<file path="src/rtl/modaddsub_pkg.sv">
// Shared types and constants for the modular adder/subtractor pipeline.
package modaddsub_pkg;

    typedef enum logic [1:0] {
        StEmpty = 2'd0,
        StOne   = 2'd1,
        StTwo   = 2'd2
    } buf_state_e;

    // Dual-rail pairs are written as {rail_1, rail_0}.
    localparam logic [1:0] DR_NULL  = 2'b00;
    localparam logic [1:0] DR_TRUE  = 2'b01;
    localparam logic [1:0] DR_FALSE = 2'b10;

    localparam logic MODE_ADD = 1'b0;
    localparam logic MODE_SUB = 1'b1;

    function automatic logic [1:0] dr_encode(logic v);
        return v ? DR_TRUE : DR_FALSE;
    endfunction

endpackage

</file>
<file path="src/rtl/modaddsub_stage1_pipe_if.sv">
// Valid/ready beat interface between the operand source, stage 1 and the carry stages.
interface modaddsub_stage1_pipe_if #(
    parameter int unsigned WIDTH = 4
);
    logic             in_valid;
    logic             in_ready;
    logic             s;
    logic [WIDTH-1:0] x;
    logic [WIDTH-1:0] y;
    logic             out_valid;
    logic             out_ready;
    logic             out_s;
    logic [WIDTH:1]   b_0;
    logic [WIDTH:1]   b_1;
    logic [WIDTH-1:0] a_0;
    logic [WIDTH-1:0] a_1;

    modport master (
        output in_valid, s, x, y, out_ready,
        input  in_ready, out_valid, out_s, b_0, b_1, a_0, a_1
    );

    modport slave (
        input  in_valid, s, x, y, out_ready,
        output in_ready, out_valid, out_s, b_0, b_1, a_0, a_1
    );

endinterface

</file>
<file path="src/rtl/stage1_bit_cell.sv">
// Per-bit encoder: dual-rail propagate and generate terms for one operand bit.
module stage1_bit_cell
    import modaddsub_pkg::*;
(
    input  logic i_s,
    input  logic i_x,
    input  logic i_y,
    output logic o_a_0,
    output logic o_a_1,
    output logic o_b_0,
    output logic o_b_1
);
    logic       w_yc;
    logic [1:0] w_a;
    logic [1:0] w_b;

    assign w_yc  = (i_s == MODE_SUB) ? ~i_y : i_y;
    assign w_a   = dr_encode(i_x ^ w_yc);
    assign w_b   = dr_encode(i_x & w_yc);
    assign o_a_0 = w_a[0];
    assign o_a_1 = w_a[1];
    assign o_b_0 = w_b[0];
    assign o_b_1 = w_b[1];

endmodule

</file>
<file path="src/rtl/modaddsub_stage1_pipe.sv">
// Stage 1 of the modular adder/subtractor: bit-cell array feeding a two-entry skid buffer.
module modaddsub_stage1_pipe
    import modaddsub_pkg::*;
#(
    parameter int unsigned WIDTH = 4
) (
    input logic                          clk,
    input logic                          rst,
    modaddsub_stage1_pipe_if.slave       bus
);
    localparam int unsigned BeatW = 4 * WIDTH + 1;

    logic [WIDTH-1:0] w_a_0;
    logic [WIDTH-1:0] w_a_1;
    logic [WIDTH:1]   w_b_0;
    logic [WIDTH:1]   w_b_1;
    logic [BeatW-1:0] w_beat;
    logic             w_acc;
    logic             w_pop;

    buf_state_e       r_state;
    logic [BeatW-1:0] r_main;
    logic [BeatW-1:0] r_skid;

    for (genvar i = 0; i < WIDTH; i++) begin : g_cell
        stage1_bit_cell u_cell (
            .i_s   (bus.s),
            .i_x   (bus.x[i]),
            .i_y   (bus.y[i]),
            .o_a_0 (w_a_0[i]),
            .o_a_1 (w_a_1[i]),
            .o_b_0 (w_b_0[i+1]),
            .o_b_1 (w_b_1[i+1])
        );
    end

    // Beat layout: {s, b_1, b_0, a_1, a_0}; all-zero is the NULL beat.
    assign w_beat = {bus.s, w_b_1, w_b_0, w_a_1, w_a_0};

    assign bus.in_ready  = (r_state != StTwo) && !rst;
    assign bus.out_valid = (r_state != StEmpty);
    assign w_acc         = bus.in_valid && bus.in_ready;
    assign w_pop         = bus.out_valid && bus.out_ready;

    always_ff @(posedge clk) begin
        if (rst) begin
            r_state <= StEmpty;
            r_main  <= '0;
            r_skid  <= '0;
        end else begin
            case (r_state)
                StEmpty: begin
                    if (w_acc) begin
                        r_main  <= w_beat;
                        r_state <= StOne;
                    end
                end
                StOne: begin
                    if (w_acc && !w_pop) begin
                        r_skid  <= w_beat;
                        r_state <= StTwo;
                    end else if (w_acc && w_pop) begin
                        r_main  <= w_beat;
                    end else if (w_pop) begin
                        r_main  <= '0;
                        r_state <= StEmpty;
                    end
                end
                StTwo: begin
                    if (w_pop) begin
                        r_main  <= r_skid;
                        r_skid  <= '0;
                        r_state <= StOne;
                    end
                end
                default: begin
                    r_main  <= '0;
                    r_skid  <= '0;
                    r_state <= StEmpty;
                end
            endcase
        end
    end

    // Main is cleared whenever it is not holding a beat, so idle outputs read NULL.
    assign bus.out_s = r_main[BeatW-1];
    assign bus.b_1   = r_main[4*WIDTH-1 -: WIDTH];
    assign bus.b_0   = r_main[3*WIDTH-1 -: WIDTH];
    assign bus.a_1   = r_main[2*WIDTH-1 -: WIDTH];
    assign bus.a_0   = r_main[WIDTH-1:0];

endmodule

</file>
<file path="src/flat_wrapper.sv">
// flat-port wrapper written by rule: the top's interface ports become plain ports
module modaddsub_stage1_pipe_flat import modaddsub_pkg::*;
#(
    parameter int unsigned WIDTH = 4
)
  (clk, rst, bus_in_valid, bus_s, bus_x, bus_y, bus_out_ready, bus_in_ready, bus_out_valid, bus_out_s, bus_b_0, bus_b_1, bus_a_0, bus_a_1);
  modaddsub_stage1_pipe_if #(.WIDTH(WIDTH)) bus_i ();
  input logic clk;
  input logic rst;
  input wire logic [$bits(bus_i.in_valid)-1:0] bus_in_valid;
  input wire logic [$bits(bus_i.s)-1:0] bus_s;
  input wire logic [$bits(bus_i.x)-1:0] bus_x;
  input wire logic [$bits(bus_i.y)-1:0] bus_y;
  input wire logic [$bits(bus_i.out_ready)-1:0] bus_out_ready;
  output wire logic [$bits(bus_i.in_ready)-1:0] bus_in_ready;
  output wire logic [$bits(bus_i.out_valid)-1:0] bus_out_valid;
  output wire logic [$bits(bus_i.out_s)-1:0] bus_out_s;
  output wire logic [$bits(bus_i.b_0)-1:0] bus_b_0;
  output wire logic [$bits(bus_i.b_1)-1:0] bus_b_1;
  output wire logic [$bits(bus_i.a_0)-1:0] bus_a_0;
  output wire logic [$bits(bus_i.a_1)-1:0] bus_a_1;
  assign bus_i.in_valid = bus_in_valid;
  assign bus_i.s = bus_s;
  assign bus_i.x = bus_x;
  assign bus_i.y = bus_y;
  assign bus_i.out_ready = bus_out_ready;
  assign bus_in_ready = bus_i.in_ready;
  assign bus_out_valid = bus_i.out_valid;
  assign bus_out_s = bus_i.out_s;
  assign bus_b_0 = bus_i.b_0;
  assign bus_b_1 = bus_i.b_1;
  assign bus_a_0 = bus_i.a_0;
  assign bus_a_1 = bus_i.a_1;
  modaddsub_stage1_pipe #(.WIDTH(WIDTH)) u_core (.clk(clk), .rst(rst), .bus(bus_i));
endmodule
</file>
<file path="config.mk">
export PLATFORM = sky130hd
export DESIGN_NAME = modaddsub_stage1_pipe_flat
export DESIGN_NICKNAME = d
export VERILOG_FILES = /design/src/rtl/modaddsub_pkg.sv /design/src/rtl/modaddsub_stage1_pipe_if.sv /design/src/rtl/stage1_bit_cell.sv /design/src/rtl/modaddsub_stage1_pipe.sv /design/src/flat_wrapper.sv
export SDC_FILE = /design/constraint.sdc
export NUM_CORES = 1
export LEC_CHECK = 0
export ABC_AREA = 0
export CAP_MARGIN = 25
export CORE_ASPECT_RATIO = 1.2
export CORE_UTILIZATION = 53
export DETAILED_ROUTE_END_ITERATION = 7
export PLACE_DENSITY = 0.79
export SLEW_MARGIN = 10
export SYNTH_ARGS = -nofsm -noshare
export SYNTH_HDL_FRONTEND = slang
export SYNTH_SLANG_ARGS = --single-unit
</file>
<file path="constraint.sdc">
create_clock -name clk -period 2.05 [get_ports clk]
set_clock_uncertainty 0.1 [all_clocks]
set_input_delay 0.41 -clock clk [delete_from_list [all_inputs] [get_ports clk]]
set_output_delay 0.41 -clock clk [all_outputs]
set_load 0.005 [all_outputs]
</file>
==> impl_results.md, run 1 <==
- Status: complete, no violations
- Tot GR Track Use: around a quarter
- Post-synthesis sequential area ratio: a little over a third
- Post-Layout Inst Area: 2650 um2
- Synth Register Bits: 36
- Final Setup Violations: 0
- FILL cells: 290
- DP Area: between 2000 and 3000 um2
- Via density per instance: approximately 5.4
- Routed wire length per instance: 13.9 um
- Tmin final: ~1.9 ns
- Num rows: 24
- H-tree depth: 2
- Hold Crit Depth: 2
- Register clock-pin slew on the reported worst setup and hold paths: ~0.07 ns
- WL final: between 4000 and 5000 um
- WP data required: between 1.5 and 2 ns
- Die height: ~70 um
- Layout cells sized above 1: between 10% and 20%
- Worst-Margin Slew: about 0.51 ns
- FF-to-FF setup slack: 0.40 ns
- Pin count of the biggest net entering global routing: 23
- CTS tree: done
- Worst-Skew Late Latency: 0.29 ns
- CP Capture Type: output port
- Core Area: ~3600 um2
- Die width: just under 60 um
- Clock tree buffer depth: 2
- Max IR drop VDD: around 470 uV
- Hold-fix buffers, CTS: 0
- Commonest non-fill, non-tap cell in the layout: nor2_1
- Via count: about 1700
- I/O Pins: 32
- Leakage Power: slightly above 1 nW
- Worst Path Arrival: between 1 and 1.5 ns
- Total grt overflow: 0
- Worst Setup Slack post-DPL: -0.220 ns
- Pwr/cell area: 698 nW/um2
- Sequential Area: ~720 um2
- Main flop type after synthesis: dfxtp_1
- Slew Limit Fails: 0
- Distinct cells, synth: 31
- Root buf cell: clkbuf_8
- Initial DRC Count: 40
- Number of buffers created by CTS: 5
- Final WS setup: roughly 0.10 ns
- Commonest non-fill, non-tap cells in the layout: 48 x nor2_1, 35 x dfxtp_1, 30 x buf_4, 29 x clkdlybuf4s50_1, 26 x mux2i_1
- Crit path kind: register to output port
- Layout net count: approximately 290
- Crit start category: register
- Post-CTS setup buffers: 0
- First-pass GRT wire length: about 8000 um
- TritonCTS sink count: 36
- Post-DRT Antenna Nets: 0
- R2r endpoint: u_core.r_main[11]
- R2r startpoint: u_core.r_state[0]
- Area Growth Syn to Fin: 32.0%
- Hold_sp: u_core.r_skid[3]
- Diode count: 0
- Yosys warnings: 0
- Mapped Cells: about 220
- Initial Util: between 50 and 60%
- Worst hold endpoint: u_core.r_skid[3]
- Post-synth EDFFs: 0
- Post-synth ARST share: 0%
- RSZ-0062 raised after global routing: no
- Syn Area/Cell: around 9 um2
- Synthesized area: roughly 2000 um2
- DRC viols: 0
- Slew HR: 66.2%
- Syn_nets: 238
- Router iterations before antenna repair: 4
- Final period utilization: 94.9%
- Vias in the first global route: about 1700
- Final-report hold violation count: 0
- Area of the multi-input gates: 1170 um2
- # port buffers: 31
- Fmax: slightly above 500 MHz
- DPL Wire Length: approximately 3200 um
- Die area: just over 4000 um2
- Maxcap violations: 0
- Reg2reg path depth: 6
- RD Place Congestion: between 0.8 and 0.9
- Initial antenna violation count: 0
- CP Max Fanout: 13
- HP Class: register to register
[layout make-up]
type                    count  area share (%)
repair buffers             63            21.6
well taps                  52            2.46
flip-flops and latches     36            27.3
clock inverters             2            1.32
clock buffers               6            2.74
multi-input cells         160            44.2
inverters                   3           0.425
[how the worst max path moves through the flow]
stage | to | start | depth (start not counted)
CTS | bus_in_ready | rst | 3
global route | bus_in_ready | u_core.r_state[0] | 3
floorplan | u_core.r_main[6] | bus_s | 7
global placement | u_core.r_main[6] | bus_s | 8
finish | bus_in_ready | u_core.r_state[0] | 3
detailed placement | u_core.r_main[6] | bus_s | 8
[metal layers]
layer | up-vias | part of all wire, % | GRT usage (%)
met5 | - | 0 | 0
met4 | 0 | 0.81 | 8.99
met3 | 4 | 3.0 | 6.16
met2 | 28 | 50 | 41.0
met1 | 832 | 46 | 31.5
li1 | 873 | - | -
[synth_stat cells, drive strengths merged (6+ instances only)]
library cell | n | area, um2
nor2 | 48 | 180
dfxtp | 36 | 721
mux2i | 26 | 260
nor2b | 19 | 119
a22oi | 17 | 178
buf | 13 | 85.1
o32ai | 11 | 96.3
clkbuf | 9 | 33.8
and2 | 6 | 37.5
o2bb2ai | 6 | 52.6
[cell families (layout without fill, tap and decap cells)]
group	count (synthesis)	after routing	share of synthesized area, %
AND/OR/NAND/NOR	84	84	21.3
AO/OA/AOI/OAI	42	42	19.0
flip-flops	36	36	35.9
multiplexers	26	26	13.0
buffers and inverters	25	74	6.49
adder cells (fa/ha/maj)	4	4	2.50
XOR/XNOR	4	4	1.75
[through the flow]
stage          power (mW)  util [%]  hold WS (ns)  TNS (ns)  std cells
2_1_floorplan        1.05         -         0.360         0        221
3_5_place_dp         1.23      69.2         0.385     -4.16        314
4_1_cts              1.86      72.2         0.405         0        322
3_3_place_gp         1.23      69.2         0.372     -3.37        314
5_1_grt              1.94      72.9         0.433         0        322
6_report             1.85      72.9         0.401         0        322
[worst max-delay path, stage by stage (launching register included)]
cell and delay, ns:
dfxtp_2 0.47, nor2b_1 0.09, nor2_1 0.09, clkdlybuf4s50_1 0.50
[registers in the layout, summed over array words and instances (netlist names)]
| register | flops |
|---|---|
| u_core.r_main | 17 |
| u_core.r_skid | 17 |
| u_core.r_state | 2 |
[report_power, final]
group	internal, mW	switching (mW)	total, mW
combinational	0.251	0.214	0.466
clock	0.361	0.266	0.627
sequential	0.733	0.0238	0.757
[repair_timing]
action                     CTS  global route
pin swaps                    0             2
cloned                       0             0
hold endpoints to repair     0             0
setup endpoints to repair    1             6
resized for setup            1             5
Note: power is estimated with default switching activity, not from simulation.
==> run 2: changes to the inputs <==
TNS_END_PERCENT = 100   (was not set)
==> results of run 2 <==
Final layout, timing and power as in run 1 (identical DEF).
